File: src/rtl/arith_unit_mc_if.sv
// ---------------------------------------------------------------------------
// arith_unit_mc_if
// Request/response bundle between the ALU decoder, arith_unit_mc and the
// result mux.
//
// Handshake (both directions): a transfer happens on a rising clock edge
// where the producer's valid and the consumer's ready are both high. A
// producer may raise valid at any time. Once the unit raises Out_Valid it
// holds the result and flags stable until that transfer happens. The unit
// never makes In_Ready depend on In_Valid.
//
// Signals:
//   A, B         operands (dividend / divisor for DIV)
//   ALU_FUN      00 ADD, 01 SUB, 10 MUL, 11 DIV
//   Signed_Mode  1 = two's-complement operands
//   In_Valid     request valid            In_Ready   unit idle, can accept
//   Out_Valid    result valid             Out_Ready  consumer takes result
//   Arith_out    2N-bit result
//   Carry_OUT, Overflow, Zero_Flag, Div_By_Zero   result flags
// Modports: master = requester/consumer side, slave = arithmetic unit.
// ---------------------------------------------------------------------------
interface arith_unit_mc_if #(
  parameter int OPERAND_SIZE = 16
);
  logic [OPERAND_SIZE-1:0]   A;
  logic [OPERAND_SIZE-1:0]   B;
  logic [1:0]                ALU_FUN;
  logic                      Signed_Mode;
  logic                      In_Valid;
  logic                      In_Ready;
  logic                      Out_Ready;
  logic                      Out_Valid;
  logic [2*OPERAND_SIZE-1:0] Arith_out;
  logic                      Carry_OUT;
  logic                      Overflow;
  logic                      Zero_Flag;
  logic                      Div_By_Zero;

  modport master (
    output A, B, ALU_FUN, Signed_Mode, In_Valid, Out_Ready,
    input  In_Ready, Out_Valid, Arith_out, Carry_OUT, Overflow, Zero_Flag,
           Div_By_Zero
  );

  modport slave (
    input  A, B, ALU_FUN, Signed_Mode, In_Valid, Out_Ready,
    output In_Ready, Out_Valid, Arith_out, Carry_OUT, Overflow, Zero_Flag,
           Div_By_Zero
  );
endinterface

File: src/rtl/arith_unit_mc.sv
// ---------------------------------------------------------------------------
// arith_unit_mc
// Multi-cycle arithmetic unit. It performs ADD, SUB, MUL and DIV on
// OPERAND_SIZE-bit operands, in unsigned or signed mode.
// - ADD/SUB, and DIV by zero, complete at the accept edge.
// - MUL uses an iterative shift-add datapath. DIV uses iterative restoring
//   division. Each takes OPERAND_SIZE iteration edges after the accept edge.
//
// Ports:
//   CLK          rising-edge clock
//   RST          synchronous active-high reset; aborts any operation
//   bus          arith_unit_mc_if.slave (operands, handshake, result, flags)
//   o_dbg_state  current FSM state (0 IDLE, 1 BUSY, 2 DONE)
//
// ALU_OUT must equal 2*OPERAND_SIZE.
// ---------------------------------------------------------------------------
module arith_unit_mc #(
  parameter int OPERAND_SIZE = 16,
  parameter int ALU_OUT      = 2*OPERAND_SIZE
) (
  input  logic            CLK,
  input  logic            RST,
  arith_unit_mc_if.slave  bus,
  output logic [1:0]      o_dbg_state
);
  localparam int N  = OPERAND_SIZE;
  localparam int CW = $clog2(N);
  localparam logic [CW-1:0] LAST_ITER = CW'(N-1);

  typedef enum logic [1:0] {
    S_IDLE = 2'd0,
    S_BUSY = 2'd1,
    S_DONE = 2'd2
  } state_t;

  state_t r_state, w_state_nxt;
  logic   w_accept, w_last, w_fast;

  // Working registers shared by MUL and DIV.
  // MUL: {r_hi, r_lo} is the shifting product; r_lo starts as |A|.
  // DIV: r_hi is the partial remainder; r_lo shifts the dividend out and the
  //      quotient in.
  logic [CW-1:0] r_cnt;
  logic [N-1:0]  r_hi, r_lo, r_b;
  logic          r_is_div, r_neg_q, r_neg_r, r_ovf_pend;

  logic [ALU_OUT-1:0] r_arith_out;
  logic               r_carry, r_ovf, r_zero, r_dbz;

  // Values captured at the accept edge.
  logic               w_a_neg, w_b_neg;
  logic [N-1:0]       w_a_mag, w_b_mag;
  logic [ALU_OUT-1:0] w_a_ext, w_b_ext, w_sum_ext, w_fast_out;
  logic               w_fast_carry, w_fast_ovf, w_fast_dbz;

  // One iteration step.
  logic [N:0]         w_mul_sum, w_div_sh;
  logic [N-1:0]       w_div_sub;
  logic               w_div_ge;
  logic [N-1:0]       w_hi_nxt, w_lo_nxt, w_q_fix, w_r_fix;
  logic [ALU_OUT-1:0] w_prod, w_slow_out;

  assign bus.In_Ready    = (r_state == S_IDLE);
  assign bus.Out_Valid   = (r_state == S_DONE);
  assign bus.Arith_out   = r_arith_out;
  assign bus.Carry_OUT   = r_carry;
  assign bus.Overflow    = r_ovf;
  assign bus.Zero_Flag   = r_zero;
  assign bus.Div_By_Zero = r_dbz;
  assign o_dbg_state     = r_state;

  // ADD/SUB and DIV-by-zero finish in the accept edge.
  assign w_fast = !bus.ALU_FUN[1] || (bus.ALU_FUN[0] && (bus.B == '0));

  always_comb begin
    w_state_nxt = r_state;
    w_accept    = 1'b0;
    w_last      = 1'b0;
    case (r_state)
      S_IDLE: begin
        if (bus.In_Valid) begin
          w_accept    = 1'b1;
          w_state_nxt = w_fast ? S_DONE : S_BUSY;
        end
      end
      S_BUSY: begin
        if (r_cnt == LAST_ITER) begin
          w_last      = 1'b1;
          w_state_nxt = S_DONE;
        end
      end
      S_DONE: begin
        if (bus.Out_Ready) w_state_nxt = S_IDLE;
      end
      default: w_state_nxt = S_IDLE;
    endcase
  end

  // Single-cycle path. The signed sum is exact in 2N bits. The N-bit
  // overflow shows up as a disagreement between bits N and N-1.
  always_comb begin
    w_a_neg   = bus.Signed_Mode & bus.A[N-1];
    w_b_neg   = bus.Signed_Mode & bus.B[N-1];
    w_a_mag   = w_a_neg ? -bus.A : bus.A;
    w_b_mag   = w_b_neg ? -bus.B : bus.B;
    w_a_ext   = bus.Signed_Mode ? {{N{bus.A[N-1]}}, bus.A} : {{N{1'b0}}, bus.A};
    w_b_ext   = bus.Signed_Mode ? {{N{bus.B[N-1]}}, bus.B} : {{N{1'b0}}, bus.B};
    w_sum_ext = bus.ALU_FUN[0] ? (w_a_ext - w_b_ext) : (w_a_ext + w_b_ext);

    w_fast_out   = '0;
    w_fast_carry = 1'b0;
    w_fast_ovf   = 1'b0;
    w_fast_dbz   = 1'b0;
    if (bus.ALU_FUN[1]) begin
      // Divide by zero: quotient all ones, remainder = raw dividend.
      w_fast_out = {bus.A, {N{1'b1}}};
      w_fast_dbz = 1'b1;
    end else if (bus.Signed_Mode) begin
      w_fast_out = w_sum_ext;
      w_fast_ovf = w_sum_ext[N] ^ w_sum_ext[N-1];
    end else begin
      w_fast_out   = {{N{1'b0}}, w_sum_ext[N-1:0]};
      w_fast_carry = bus.ALU_FUN[0] ? (bus.A < bus.B) : w_sum_ext[N];
    end
  end

  // Iteration datapath. The DIV difference is taken in N bits because it is
  // used only when the shifted remainder is >= divisor, so it fits.
  always_comb begin
    w_mul_sum = {1'b0, r_hi} + (r_lo[0] ? {1'b0, r_b} : '0);
    w_div_sh  = {r_hi, r_lo[N-1]};
    w_div_ge  = (w_div_sh >= {1'b0, r_b});
    w_div_sub = w_div_sh[N-1:0] - r_b;
    if (r_is_div) begin
      w_hi_nxt = w_div_ge ? w_div_sub : w_div_sh[N-1:0];
      w_lo_nxt = {r_lo[N-2:0], w_div_ge};
    end else begin
      w_hi_nxt = w_mul_sum[N:1];
      w_lo_nxt = {w_mul_sum[0], r_lo[N-1:1]};
    end
    // Sign fix-up applied to the values produced by the last iteration.
    w_prod     = {w_hi_nxt, w_lo_nxt};
    w_q_fix    = r_neg_q ? -w_lo_nxt : w_lo_nxt;
    w_r_fix    = r_neg_r ? -w_hi_nxt : w_hi_nxt;
    w_slow_out = r_is_div ? {w_r_fix, w_q_fix} : (r_neg_q ? -w_prod : w_prod);
  end

  always_ff @(posedge CLK) begin
    if (RST) begin
      r_state     <= S_IDLE;
      r_cnt       <= '0;
      r_hi        <= '0;
      r_lo        <= '0;
      r_b         <= '0;
      r_is_div    <= 1'b0;
      r_neg_q     <= 1'b0;
      r_neg_r     <= 1'b0;
      r_ovf_pend  <= 1'b0;
      r_arith_out <= '0;
      r_carry     <= 1'b0;
      r_ovf       <= 1'b0;
      r_zero      <= 1'b0;
      r_dbz       <= 1'b0;
    end else begin
      r_state <= w_state_nxt;
      if (w_accept) begin
        r_cnt    <= '0;
        r_hi     <= '0;
        r_lo     <= w_a_mag;
        r_b      <= w_b_mag;
        r_is_div <= bus.ALU_FUN[0];
        r_neg_q  <= w_a_neg ^ w_b_neg;
        r_neg_r  <= w_a_neg;
        // Most negative / -1: the magnitude quotient 2^(N-1) already reads
        // back as -2^(N-1), so only the flag needs to be set.
        r_ovf_pend <= bus.Signed_Mode && bus.ALU_FUN[0] &&
                      (bus.A == {1'b1, {(N-1){1'b0}}}) && (bus.B == '1);
        if (w_fast) begin
          r_arith_out <= w_fast_out;
          r_carry     <= w_fast_carry;
          r_ovf       <= w_fast_ovf;
          r_zero      <= (w_fast_out == '0);
          r_dbz       <= w_fast_dbz;
        end
      end else if (r_state == S_BUSY) begin
        r_hi  <= w_hi_nxt;
        r_lo  <= w_lo_nxt;
        r_cnt <= r_cnt + 1'b1;
        if (w_last) begin
          r_arith_out <= w_slow_out;
          r_carry     <= 1'b0;
          r_ovf       <= r_ovf_pend;
          r_zero      <= (w_slow_out == '0);
          r_dbz       <= 1'b0;
        end
      end
    end
  end
endmodule

File: src/flat_wrapper.sv
// flat-port wrapper written by rule: the top's interface ports become plain ports
module arith_unit_mc_flat 
#(
  parameter int OPERAND_SIZE = 16,
  parameter int ALU_OUT      = 2*OPERAND_SIZE
)
  (CLK, RST, o_dbg_state, bus_A, bus_B, bus_ALU_FUN, bus_Signed_Mode, bus_In_Valid, bus_Out_Ready, bus_In_Ready, bus_Out_Valid, bus_Arith_out, bus_Carry_OUT, bus_Overflow, bus_Zero_Flag, bus_Div_By_Zero);
  arith_unit_mc_if #(.OPERAND_SIZE(OPERAND_SIZE)) bus_i ();
  input  logic CLK;
  input  logic RST;
  output logic [1:0] o_dbg_state;
  input wire logic [$bits(bus_i.A)-1:0] bus_A;
  input wire logic [$bits(bus_i.B)-1:0] bus_B;
  input wire logic [$bits(bus_i.ALU_FUN)-1:0] bus_ALU_FUN;
  input wire logic [$bits(bus_i.Signed_Mode)-1:0] bus_Signed_Mode;
  input wire logic [$bits(bus_i.In_Valid)-1:0] bus_In_Valid;
  input wire logic [$bits(bus_i.Out_Ready)-1:0] bus_Out_Ready;
  output wire logic [$bits(bus_i.In_Ready)-1:0] bus_In_Ready;
  output wire logic [$bits(bus_i.Out_Valid)-1:0] bus_Out_Valid;
  output wire logic [$bits(bus_i.Arith_out)-1:0] bus_Arith_out;
  output wire logic [$bits(bus_i.Carry_OUT)-1:0] bus_Carry_OUT;
  output wire logic [$bits(bus_i.Overflow)-1:0] bus_Overflow;
  output wire logic [$bits(bus_i.Zero_Flag)-1:0] bus_Zero_Flag;
  output wire logic [$bits(bus_i.Div_By_Zero)-1:0] bus_Div_By_Zero;
  assign bus_i.A = bus_A;
  assign bus_i.B = bus_B;
  assign bus_i.ALU_FUN = bus_ALU_FUN;
  assign bus_i.Signed_Mode = bus_Signed_Mode;
  assign bus_i.In_Valid = bus_In_Valid;
  assign bus_i.Out_Ready = bus_Out_Ready;
  assign bus_In_Ready = bus_i.In_Ready;
  assign bus_Out_Valid = bus_i.Out_Valid;
  assign bus_Arith_out = bus_i.Arith_out;
  assign bus_Carry_OUT = bus_i.Carry_OUT;
  assign bus_Overflow = bus_i.Overflow;
  assign bus_Zero_Flag = bus_i.Zero_Flag;
  assign bus_Div_By_Zero = bus_i.Div_By_Zero;
  arith_unit_mc #(.OPERAND_SIZE(OPERAND_SIZE), .ALU_OUT(ALU_OUT)) u_core (.CLK(CLK), .RST(RST), .bus(bus_i), .o_dbg_state(o_dbg_state));
endmodule
File: config.mk
export PLATFORM = sky130hd
export DESIGN_NAME = arith_unit_mc_flat
export DESIGN_NICKNAME = d
export VERILOG_FILES = /design/src/rtl/arith_unit_mc_if.sv /design/src/rtl/arith_unit_mc.sv /design/src/flat_wrapper.sv
export SDC_FILE = /design/constraint.sdc
export NUM_CORES = 1
export LEC_CHECK = 0
export BUFFER_PORTS_ARGS = -buffer_cell sky130_fd_sc_hd__buf_2
export CORE_ASPECT_RATIO = 1.2
export CORE_MARGIN = 2
export CORE_UTILIZATION = 45
export DETAILED_ROUTE_END_ITERATION = 7
export PLACE_DENSITY = 0.67
export SLEW_MARGIN = 15
export SYNTH_ARGS = -nofsm -noshare
export SYNTH_HDL_FRONTEND = slang
export SYNTH_SLANG_ARGS = --single-unit
File: constraint.sdc
create_clock -name CLK -period 9.6 [get_ports CLK]
set_input_delay 0.48 -clock CLK [delete_from_list [all_inputs] [get_ports CLK]]
set_output_delay 0.48 -clock CLK [all_outputs]
set_load 0.01 [all_outputs]
==> key figures, run 1 <==
GRT
  – First-pass GRT wire length: 59,340 µm
  – Initial antenna violation count: 0
  – GRT overflow: 0
  – Largest net degree at the start of global routing: 89
  – Gr usage total: 30.36%
  – Vias in the first global route: 10,630

Worst setup path
  – CP Launch Point: bus_B[1]
  – CP Launch Type: primary input
  – Critical path class: in2reg
  – Slowest-stage cell, CP: or4_1
  – CP most frequent cell: a21oi_1
  – CP Capture Type: flop
  – Crit path max fanout: 9
  – R2R setup slack: 4.20 ns
  – Worst Path Required: 9.90 ns
  – CP arrival: 5.87 ns
  – Buffers & Inverters on Critical Path: 2
  – Max stage delay on crit path: 0.44 ns
  – R2r startpoint: u_core.r_b[8]$_SDFFE_PP0P_
  – Critical Path, Cell by Cell: buf_2, inv_1, ha_1, nand2_1, nor3_1, and3_1, nand2_1, nor3_1, nand3_1, a21oi_1, ha_1, a21oi_1, o21ai_0, a21o_1, a21oi_1, o32ai_1, or4_1, a32oi_1, o211a_1, nand4_1, a2111o_1, a21o_1, o21ai_0
  – Top delay family on crit path: compound AO/OA/AOI/OAI gates

Floorplan
  – Die width: 144.6 µm
  – Die ar.: 24,990 µm²
  – Initial core utilization: 45.88%
  – Chip height: 172.8 µm
  – Core area: 23,280 µm²
  – Rows: 61
  – Io pins: 79

Drt
  – First-pass DRT Iterations: 7
  – Routed wire per std cell: 20.93 µm
  – DRC viols: 0
  – Via-to-Cell Ratio: 6.274
  – Post-detailed-route count of antenna-violating nets: 0
  – Vias after detailed routing: 11,470
  – Routed wire length: 38,270 µm
  – Starting DRT DRC Count: 1,060

CTS
  – Cts repair resizes: 0
  – Hold-fix buffers, CTS: 0
  – Root Buffer: clkbuf_16
  – Cts bufs inserted: 9
  – Clk pin slew, worst setup/hold paths: 0.08 ns
  – H-tree levels: 3
  – CTS tree: built
  – Worst-case clock buffer depth: 2
  – Clk sink count: 94
  – Clk_lat worst skew: 0.37 ns
  – Setup bufs post-CTS: 0

Min path
  – Worst hold path type: in2reg
  – Worst min-delay path startpoint: bus_B[1]

STA
  – TNS Setup: 0 ns
  – Hold WS: 0.4434 ns
  – Worst Max-Slew Pin Slew: 0.9545 ns
  – Relative slew slack: 36.37%
  – Clk_skew: 0.01340 ns
  – Setup violators final: 0
  – Min Tclk post-route: 5.569 ns
  – Final hold vios: 0
  – Post-route clock period utilization: 58.01%
  – Fmax: 179.6 MHz
  – Max Slew Vio Count: 0
  – RSZ-0062 raised after global routing: false
  – Worst setup margin: 4.031 ns

Placed design
  – Port Buf Inserts: 78
  – Post-Place Worst Slack: 3.778 ns
  – Routability congestion estimate: 0.9652
  – DPL Wire Length: 29,230 µm

Yosys
  – Warnings, synthesis: 0
  – Number of flops mapped to enable cells by yosys: 0
  – Syn Area/Cell: 7.154 µm²
  – Most common flop cell mapped by yosys: dfxtp_1
  – Gate Count Post-Synth: 1,493
  – Post-synth ARST share: 0%
  – Mapped Nets: 1,619
  – Yosys reg bits: 94
  – Post-synth top cells: nor2_1, a21oi_1, nand2_1
  – Synth unique cells: 89
  – Seq/Total Area, Yosys: 17.62%
  – Post-synth top area share: 17.62%
  – Most frequent cell after synthesis: nor2_1
  – Synth area leaders: dfxtp_1, ha_1, a21oi_1
  – Synth Cell Area: 10,680 µm²
  – Synth area leader: dfxtp_1

Final layout
  – Fillcell total: 2,359
  – Share of cells above drive strength 1: 9.451%
  – Layout Area Growth over Synthesis: 7.872%
  – Diodes inserted: 0
  – Nets: 1,634

Status
  – Status: complete, no violations

Run
  – Max Cap Viol: 0

Pwr
  – PwrDens: 134.7 nW/µm²
  – P_leak: 0.004751 µW
  – Worst vdd rail ir drop: 0.09222 mV
==> routing by layer <==
layer	vias to the layer above	part of all wire (%)	track usage (%)
met3	115	5.9	3.572
li1	5523	-	-
met2	461	48	50.79
met5	-	0	0
met4	0	6.1	16.42
met1	5369	40	37.65
==> worst min-delay path: cells and delay by family <==
family          cells  cell delay (ns)
compound gates      1             0.08
simple gates        1             0.06
buf+inv             1             0.14
==> registers in the layout, summed over array words and instances, names as in the netlist <==
signal                  flops
u_core.bus.Arith_out       32
u_core.bus.Carry_OUT        1
u_core.bus.Div_By_Zero      1
u_core.bus.Overflow         1
u_core.bus.Zero_Flag        1
u_core.o_dbg_state          2
u_core.r_b                 16
u_core.r_cnt                4
u_core.r_hi                16
u_core.r_is_div             1
u_core.r_lo                16
u_core.r_neg_q              1
u_core.r_neg_r              1
u_core.r_ovf_pend           1
==> logic make-up after synthesis <==
logic type / count (synthesis) / share of synthesized area, %
adder cells (fa/ha/maj): 87 / 10.40
XOR/XNOR: 100 / 8.201
AND/OR/NAND/NOR: 559 / 25.82
flip-flops: 94 / 17.62
multiplexers: 28 / 2.671
buffers and inverters: 146 / 5.319
AO/OA/AOI/OAI: 479 / 29.97
==> through the flow <==
stage / util [%] / total power (µW) / cells / cell area, µm²
floorplan: - / 965.7 / 1493 / 10680
global placement: 48.18 / 1162 / 1812 / 11220
detailed placement: 48.18 / 1166 / 1812 / 11220
CTS: 49.49 / 1538 / 1828 / 11520
global route: 49.49 / 1640 / 1828 / 11520
finish: 49.49 / 1552 / 1828 / 11520
==> placed cells by master, fill, tap and decap left out, types with 49 or more instances in the layout <==
| master | n |
|---|---|
| nor2_1 | 175 |
| a21oi_1 | 143 |
| dfxtp_1 | 93 |
| o21ai_0 | 79 |
| nor3_1 | 49 |
| buf_2 | 78 |
| nand2_1 | 123 |
| inv_1 | 61 |
| ha_1 | 84 |
| xnor2_1 | 67 |
==> area by class of cell <==
type	count	area, µm²	area share, %
Multi-Input combinational cell	1253	8240	71.53
Sequential cell	94	1883	16.34
Timing Repair Buffer	88	465.4	4.040
Tap cell	315	394.1	3.421
Inverter	62	232.7	2.020
Clock buffer	9	225.2	1.955
Clock inverter	7	80.08	0.6951
==> worst paths after layout <==
| kind | to | cells past startpoint |
|---|---|---|
| setup / recovery | u_core.bus.Zero_Flag$_SDFFE_PP0P_ | 23 |
| hold / removal | u_core.r_b[1]$_SDFFE_PP0P_ | 3 |
| setup reg to reg | u_core.bus.Zero_Flag$_SDFFE_PP0P_ | 18 |
| hold reg to reg | u_core.bus.Arith_out[2]$_SDFFE_PP0P_ | 2 |
==> power breakdown <==
part	internal (µW)	switching (µW)
Clock	185	191
Combinational	263	455
Sequential	421	36.4
Total	869	683
(Power assumes the default switching activity.)
==> run 2: changes to the inputs <==
--- a/config.mk
+++ b/config.mk
@@ -5,6 +5,7 @@
 export SDC_FILE = /design/constraint.sdc
 export NUM_CORES = 1
 export LEC_CHECK = 0
+export ABC_AREA = 1
 export BUFFER_PORTS_ARGS = -buffer_cell sky130_fd_sc_hd__buf_2
 export CORE_ASPECT_RATIO = 1.2
 export CORE_MARGIN = 2
==> constraint.sdc (replaced) <==
create_clock -name CLK -period 5.7 [get_ports CLK]
set_input_delay 0.285 -clock CLK [delete_from_list [all_inputs] [get_ports CLK]]
set_output_delay 0.285 -clock CLK [all_outputs]
set_load 0.01 [all_outputs]
==> key figures, run 2 <==
Pwr
  – Worst vdd rail ir drop: 0.1479 mV (+60%)
  – Tot Pwr: 2949 µW (+90%)
  – PwrDens: 236.0 nW/µm² (+75%)
  – P_leak: 0.006628 µW (+39%)

Yosys
  – Most frequent cell after synthesis: nand2_1
  – Synth area leader: nand2_1
  – Seq/Total Area, Yosys: 16.20% (-1.4 points)
  – Mapped Nets: 2,201 (+36%)
  – Synth Cell Area: 11,610 µm² (+8.7%)
  – Post-synth ARST share: 0% (unchanged)
  – Number of flops mapped to enable cells by yosys: 0 (unchanged)
  – Synth unique cells: 50 (-44%)
  – Gate Count Post-Synth: 2,075 (+39%)
  – Synth area leaders: nand2_1, dfxtp_1, ha_1
  – Syn Area/Cell: 5.597 µm² (-22%)
  – Post-synth top area share: 20.88% (+3.3 points)
  – Post-synth top cells: nand2_1, inv_1, nand3_1
  – Most common flop cell mapped by yosys: dfxtp_1
  – Warnings, synthesis: 0 (unchanged)
  – Yosys reg bits: 94 (unchanged)

CTS
  – Setup bufs post-CTS: 0 (unchanged)
  – Cts bufs inserted: 9 (unchanged)
  – Hold-fix buffers, CTS: 0 (unchanged)
  – Worst-case clock buffer depth: 2 (unchanged)
  – Clk pin slew, worst setup/hold paths: 0.08 ns (about the same)
  – Clk sink count: 94 (unchanged)
  – Root Buffer: clkbuf_16
  – Clk_lat worst skew: 0.38 ns (about the same)
  – CTS tree: built
  – Cts repair resizes: 0 (unchanged)
  – H-tree levels: 3 (unchanged)

Floorplan
  – Initial core utilization: 45.61% (-0.27 points)
  – Die width: 150.7 µm (+4.2%)
  – Rows: 64 (+4.9%)
  – Io pins: 79 (unchanged)
  – Core area: 25,460 µm² (+9.4%)
  – Chip height: 180.0 µm (+4.2%)
  – Die ar.: 27,110 µm² (+8.5%)

STA
  – TNS Setup: 0 ns (unchanged)
  – Final hold vios: 0 (unchanged)
  – Clk_skew: 0.01656 ns (+0.003156 ns)
  – Worst Max-Slew Pin Slew: 1.162 ns (+0.2079 ns)
  – Post-route clock period utilization: 87.34%
  – Worst setup margin: 0.7219 ns (-3.309 ns)
  – RSZ-0062 raised after global routing: false
  – Min Tclk post-route: 4.978 ns
  – Max Slew Vio Count: 0 (unchanged)
  – Setup violators final: 0 (unchanged)
  – Relative slew slack: 22.22% (-14 points)
  – Fmax: 200.9 MHz

Status
  – Status: complete, no violations

Worst setup path
  – CP Launch Point: u_core.r_hi[6]$_SDFFE_PP0P_
  – Slowest-stage cell, CP: dfxtp_1
  – Worst Path Required: 6.01 ns (-3.89 ns)
  – CP Launch Type: flop
  – Crit path max fanout: 23 (+14)
  – R2R setup slack: 0.72 ns (-3.48 ns)
  – CP Capture Type: flop
  – CP arrival: 5.29 ns (-0.58 ns)
  – Critical path class: reg2reg
  – Max stage delay on crit path: 0.46 ns (+0.02 ns)
  – R2r startpoint: u_core.r_hi[6]$_SDFFE_PP0P_

Run
  – Max Cap Viol: 0 (unchanged)

Final layout
  – Share of cells above drive strength 1: 7.521% (-1.9 points)
  – Commonest non-fill, non-tap cell in the layout: nand2_1
  – Layout Area Growth over Synthesis: 7.628%
  – Most frequent cells in the layout: nand2_1, inv_1, nand3_1, nor2_1, a21oi_1
  – Final std cells w/o fill: 2,445 (+34%)
  – Max reg flops: 32 (unchanged)
  – Fillcell total: 2,837 (+20%)
  – Nets: 2,235 (+37%)
  – Fin area: 12,500 µm² (+8.5%)

GRT
  – GRT overflow: 0 (unchanged)
  – Initial antenna violation count: 0 (unchanged)
  – Grt met1 use: 40.70% (+3.0 points)
  – First-pass GRT wire length: 73,750 µm (+24%)
  – Met2 Use GR: 61.35% (+11 points)
  – Global route hottest layer: met2
  – Vias in the first global route: 13,250 (+25%)
  – Largest net degree at the start of global routing: 46 (-48%)
  – Grt met3 use: 4.086% (+0.51 points)
  – Gr usage total: 35.44% (+5.1 points)

Drt
  – Post-detailed-route count of antenna-violating nets: 0 (unchanged)
  – Via-to-Cell Ratio: 5.654 (-9.9%)
  – Vias after detailed routing: 13,830 (+21%)
  – Routed wire length: 47,880 µm (+25%)
  – Routed wire per std cell: 19.58 µm (-6.5%)
  – DRC viols: 0 (unchanged)
  – First-pass DRT Iterations: 5 (-2)
  – Starting DRT DRC Count: 1,202 (+13%)

Placed design
  – Post-Place Worst Slack: 0.8463 ns (-2.932 ns)
  – Placed cell area: 12,200 µm² (+8.7%)
  – DPL Wire Length: 38,860 µm (+33%)
  – Routability congestion estimate: 0.9941 (+3.0%)
  – Placed cell count: 2,428 (+34%)
  – Port Buf Inserts: 78 (unchanged)

Min path
  – Worst hold path type: in2reg
  – Worst min-delay path startpoint: bus_Out_Ready
## run 2: changes by cell type in the layout (fill, tap and decap cells not counted), sizes merged, moves of 17 or more
cell	delta
a311oi	-17
a21o	-27
and2	-25
a211oi	-44
nand2	+532
mux2i	-24
o21ai	+74
inv	+217
nor3	-29
xnor2	-53
nand3	+152
nor2b	-20
or3	-22
## run 2: critical path: cells and delay by family (launching register included)
family                   cells  cell delay [ns]
AND/OR/NAND/NOR             20             2.92
XOR/XNOR                     1             0.37
buffers and inverters        3             0.26
adder cells (fa/ha/maj)      2             0.51
AO/OA/AOI/OAI                2             0.41
flip-flops                   1             0.46
## run 2: logic make-up (layout without fill, tap and decap cells)
family                   after synthesis  count (layout)  synth area share [%]
AO/OA/AOI/OAI                        387             387                 18.22
flip-flops                            94              94                 16.20
AND/OR/NAND/NOR                     1111            1111                 40.58
adder cells (fa/ha/maj)               87              87                 9.567
buffers and inverters                351             390                 12.03
XOR/XNOR                              45              45                 3.394
other                                  0               1                     0
## run 2: layout make-up
cell class | instances | area, µm² | share of cell area [%]
Multi-Input combinational cell | 1630 | 8339 | 66.72
Timing Repair Buffer | 94 | 510.5 | 4.084
Sequential cell | 94 | 1883 | 15.07
Clock buffer | 9 | 225.2 | 1.802
Antenna cell | 1 | 2.502 | 0.02002
Clock inverter | 7 | 75.07 | 0.6006
Tap cell | 330 | 412.9 | 3.303
Inverter | 280 | 1051 | 8.408
## run 2: report_power, final
group	switching, µW	internal, µW	total [µW]
Clock	320	311	631
Combinational	1100	455	1550
Sequential	49.3	715	765
## run 2: final timing paths
| path | end | cells after the start |
|---|---|---|
| worst max register to register | u_core.bus.Zero_Flag$_SDFFE_PP0P_ | 28 |
| worst max-delay path | u_core.bus.Zero_Flag$_SDFFE_PP0P_ | 28 |
| worst min-delay path | u_core.o_dbg_state[1]$_SDFFE_PP0P_ | 4 |
| worst min register to register | u_core.bus.Arith_out[31]$_SDFFE_PP0P_ | 2 |
## run 2: per-stage QoR
stage	utilization [%]	hold slack, ns
global route	49.08	0.2924
floorplan	-	0.4237
finish	49.09	0.2538
CTS	49.08	0.2563
global placement	47.90	0.4534
detailed placement	47.90	0.4565
## run 2: per-layer routing
metal,wire (µm),up-vias
met1,18410,6271
met5,0,-
met2,23130,541
li1,-,6862
met4,3600,0
met3,2743,151
==> run 3: changes to the inputs <==
--- a/config.mk
+++ b/config.mk
@@ -5,12 +5,13 @@
 export SDC_FILE = /design/constraint.sdc
 export NUM_CORES = 1
 export LEC_CHECK = 0
-export ABC_AREA = 1
 export BUFFER_PORTS_ARGS = -buffer_cell sky130_fd_sc_hd__buf_2
 export CORE_ASPECT_RATIO = 1.2
 export CORE_MARGIN = 2
 export CORE_UTILIZATION = 45
+export CTS_BUF_LIST = sky130_fd_sc_hd__clkbuf_4 sky130_fd_sc_hd__clkbuf_8
 export DETAILED_ROUTE_END_ITERATION = 7
+export HOLD_SLACK_MARGIN = 0.15
 export PLACE_DENSITY = 0.67
 export SLEW_MARGIN = 15
 export SYNTH_ARGS = -nofsm -noshare
==> key figures, run 3 (synthesis results as in run 1) <==
Pwr
  – PwrDens: 214.9 nW/µm² (-8.9%)
  – Net switching power: 1143 µW (-22%)
  – Int Pwr: 1345 µW (-9.2%)
  – P_leak: 0.004813 µW (-27%)
  – Switching part of the total: 45.93% (-3.8 points)
  – Clock power share: 19.1% (-2.3 points)
  – Sequential power share: 30.9% (+5.0 points)
  – Logic pwr share: 50.1% (-2.6 points)
  – Worst vdd rail ir drop: 0.09670 mV (-35%)
  – Tot Pwr: 2488 µW (-16%)

Drt
  – Via-to-Cell Ratio: 6.319 (+12%)
  – Post-detailed-route count of antenna-violating nets: 0 (unchanged)
  – First-pass DRT Iterations: 5 (unchanged)
  – Routed wire length: 39,190 µm (-18%)
  – Routed wire per std cell: 21.18 µm (+8.2%)
  – Starting DRT DRC Count: 958 (-20%)
  – DRC viols: 0 (unchanged)
  – Vias after detailed routing: 11,690 (-15%)

CTS
  – Cts bufs inserted: 9 (unchanged)
  – Clk_lat worst skew: 0.41 ns (+0.03 ns)
  – Hold-fix buffers, CTS: 0 (unchanged)
  – Clk pin slew, worst setup/hold paths: 0.11 ns (+0.03 ns)
  – Cts repair resizes: 0 (unchanged)
  – H-tree levels: 3 (unchanged)
  – CTS tree: built
  – Clk sink count: 94 (unchanged)
  – Worst-case clock buffer depth: 2 (unchanged)
  – Setup bufs post-CTS: 0 (unchanged)
  – Root Buffer: clkbuf_8

Floorplan
  – Die width: 144.6 µm (-4.0%)
  – Die ar.: 24,990 µm² (-7.8%)
  – Rows: 61 (-4.7%)
  – Initial core utilization: 45.88% (+0.27 points)
  – Core area: 23,280 µm² (-8.6%)
  – Io pins: 79 (unchanged)
  – Chip height: 172.8 µm (-4.0%)

Worst setup path
  – CP Launch Type: primary input
  – Max stage delay on crit path: 0.44 ns (-0.02 ns)
  – CP most frequent cell: a21oi_1
  – Critical Path, Cell by Cell: buf_2, inv_1, ha_1, nand2_1, nor3_1, and3_1, nand2_1, nor3_1, nand3_1, a21oi_1, ha_1, a21oi_1, o21ai_0, a21o_1, a21oi_1, o32ai_1, or4_1, a32oi_1, o211a_1, nand4_1, a2111o_1, a21o_1, o21ai_0
  – CP arrival: 5.54 ns (+0.25 ns)
  – CP Capture Type: flop
  – Slowest-stage cell, CP: or4_1
  – Crit path max fanout: 9 (-61%)
  – Critical path class: in2reg
  – Worst Path Required: 6.03 ns (+0.02 ns)

STA
  – Relative slew slack: 33.24% (+11 points)
  – Final hold vios: 0 (unchanged)
  – TNS Setup: 0 ns (unchanged)
  – Worst Max-Slew Pin Slew: 0.9977 ns (-0.1648 ns)
  – Fmax: 191.9 MHz (-4.5%)
  – RSZ-0062 raised after global routing: false
  – Min Tclk post-route: 5.211 ns (+0.2328 ns)
  – Max Slew Vio Count: 0 (unchanged)
  – Post-route clock period utilization: 91.42% (+4.1 points)
  – Clk_skew: 0.01534 ns (-0.001221 ns)
  – Setup violators final: 0 (unchanged)

Final layout
  – Diodes inserted: 0 (-1)
  – Max reg flops: 32 (unchanged)
  – Commonest non-fill, non-tap cell in the layout: nor2_1
  – Share of cells above drive strength 1: 10.75% (+3.2 points)
  – Layout Area Growth over Synthesis: 8.424%
  – Nets: 1,656 (-26%)
  – Most frequent cells in the layout: nor2_1, a21oi_1, nand2_1, dfxtp_1, ha_1

GRT
  – Initial antenna violation count: 1 (+1)
  – Gr usage total: 31.21% (-4.2 points)
  – Vias in the first global route: 11,210 (-15%)
  – First-pass GRT wire length: 61,380 µm (-17%)
  – GRT overflow: 0 (unchanged)
  – Largest net degree at the start of global routing: 89 (+93%)

Placed design
  – Routability congestion estimate: 0.9810 (-1.3%)
  – Port Buf Inserts: 78 (unchanged)
  – DPL Wire Length: 30,380 µm (-22%)

Run
  – Max Cap Viol: 0 (unchanged)

Min path
  – Worst hold path type: in2reg

Status
  – Status: complete, no violations
-- run 3: worst max-delay path, delay by kind of cell --
kind | cells | cell delay (ns)
compound gates | 11 | 2.44
fa+ha+maj | 2 | 0.54
buf+inv | 2 | 0.22
simple gates | 8 | 2.06
-- run 3: layout make-up --
cell class | count | area [µm²]
Clock buffer | 9 | 123.9
Clock inverter | 7 | 75.07
Fill cell | 2407 | 11700
Inverter | 62 | 232.7
Multi-Input combinational cell | 1253 | 8240
Sequential cell | 94 | 1883
Tap cell | 315 | 394.1
Timing Repair Buffer | 110 | 630.6
-- run 3: worst paths after layout --
| kind | start | end | slack (ns) | depth (start not counted) |
|---|---|---|---|---|
| hold / removal | bus_B[0] | u_core.r_b[0]$_SDFFE_PP0P_ | 0.20 | 3 |
| hold reg to reg | u_core.bus.Arith_out[27]$_SDFFE_PP0P_ | u_core.bus.Arith_out[27]$_SDFFE_PP0P_ | 0.46 | 2 |
| setup reg to reg | u_core.r_b[2]$_SDFFE_PP0P_ | u_core.bus.Zero_Flag$_SDFFE_PP0P_ | 0.59 | 19 |
| setup / recovery | bus_B[1] | u_core.bus.Zero_Flag$_SDFFE_PP0P_ | 0.49 | 23 |
-- run 3: metal layers --
layer / global-route usage [%] / part of all wire (%) / routed length [µm] / vias up
met5: 0 / 0 / 0 / -
met4: 17.52 / 6.1 / 2401 / 0
met3: 4.126 / 6.0 / 2370 / 135
met2: 52.53 / 48 / 18800 / 463
met1: 37.89 / 40 / 15620 / 5524
li1: - / - / - / 5569
-- run 3: power groups by stage --
| stage | Combinational (µW) | Sequential (µW) | Clock (µW) |
|---|---|---|---|
| floorplan | 858 | 768 | 0 |
| global placement | 1210 | 781 | 0 |
| detailed placement | 1210 | 782 | 0 |
| CTS | 1220 | 767 | 483 |
| global route | 1360 | 775 | 506 |
| finish | 1250 | 768 | 474 |
-- run 3: through the flow --
step / cells / utilization, % / hold WS (ns) / setup WS (ns) / area (µm²)
finish: 1850 / 49.74 / 0.2040 / 0.4890 / 11580
floorplan: 1493 / - / 0.4210 / 0.7906 / 10680
global route: 1850 / 49.74 / 0.2126 / 0.02652 / 11580
global placement: 1834 / 48.89 / 0.4405 / 0.3372 / 11380
detailed placement: 1834 / 48.89 / 0.4439 / 0.2264 / 11380
CTS: 1850 / 49.74 / 0.1839 / 0.6019 / 11580
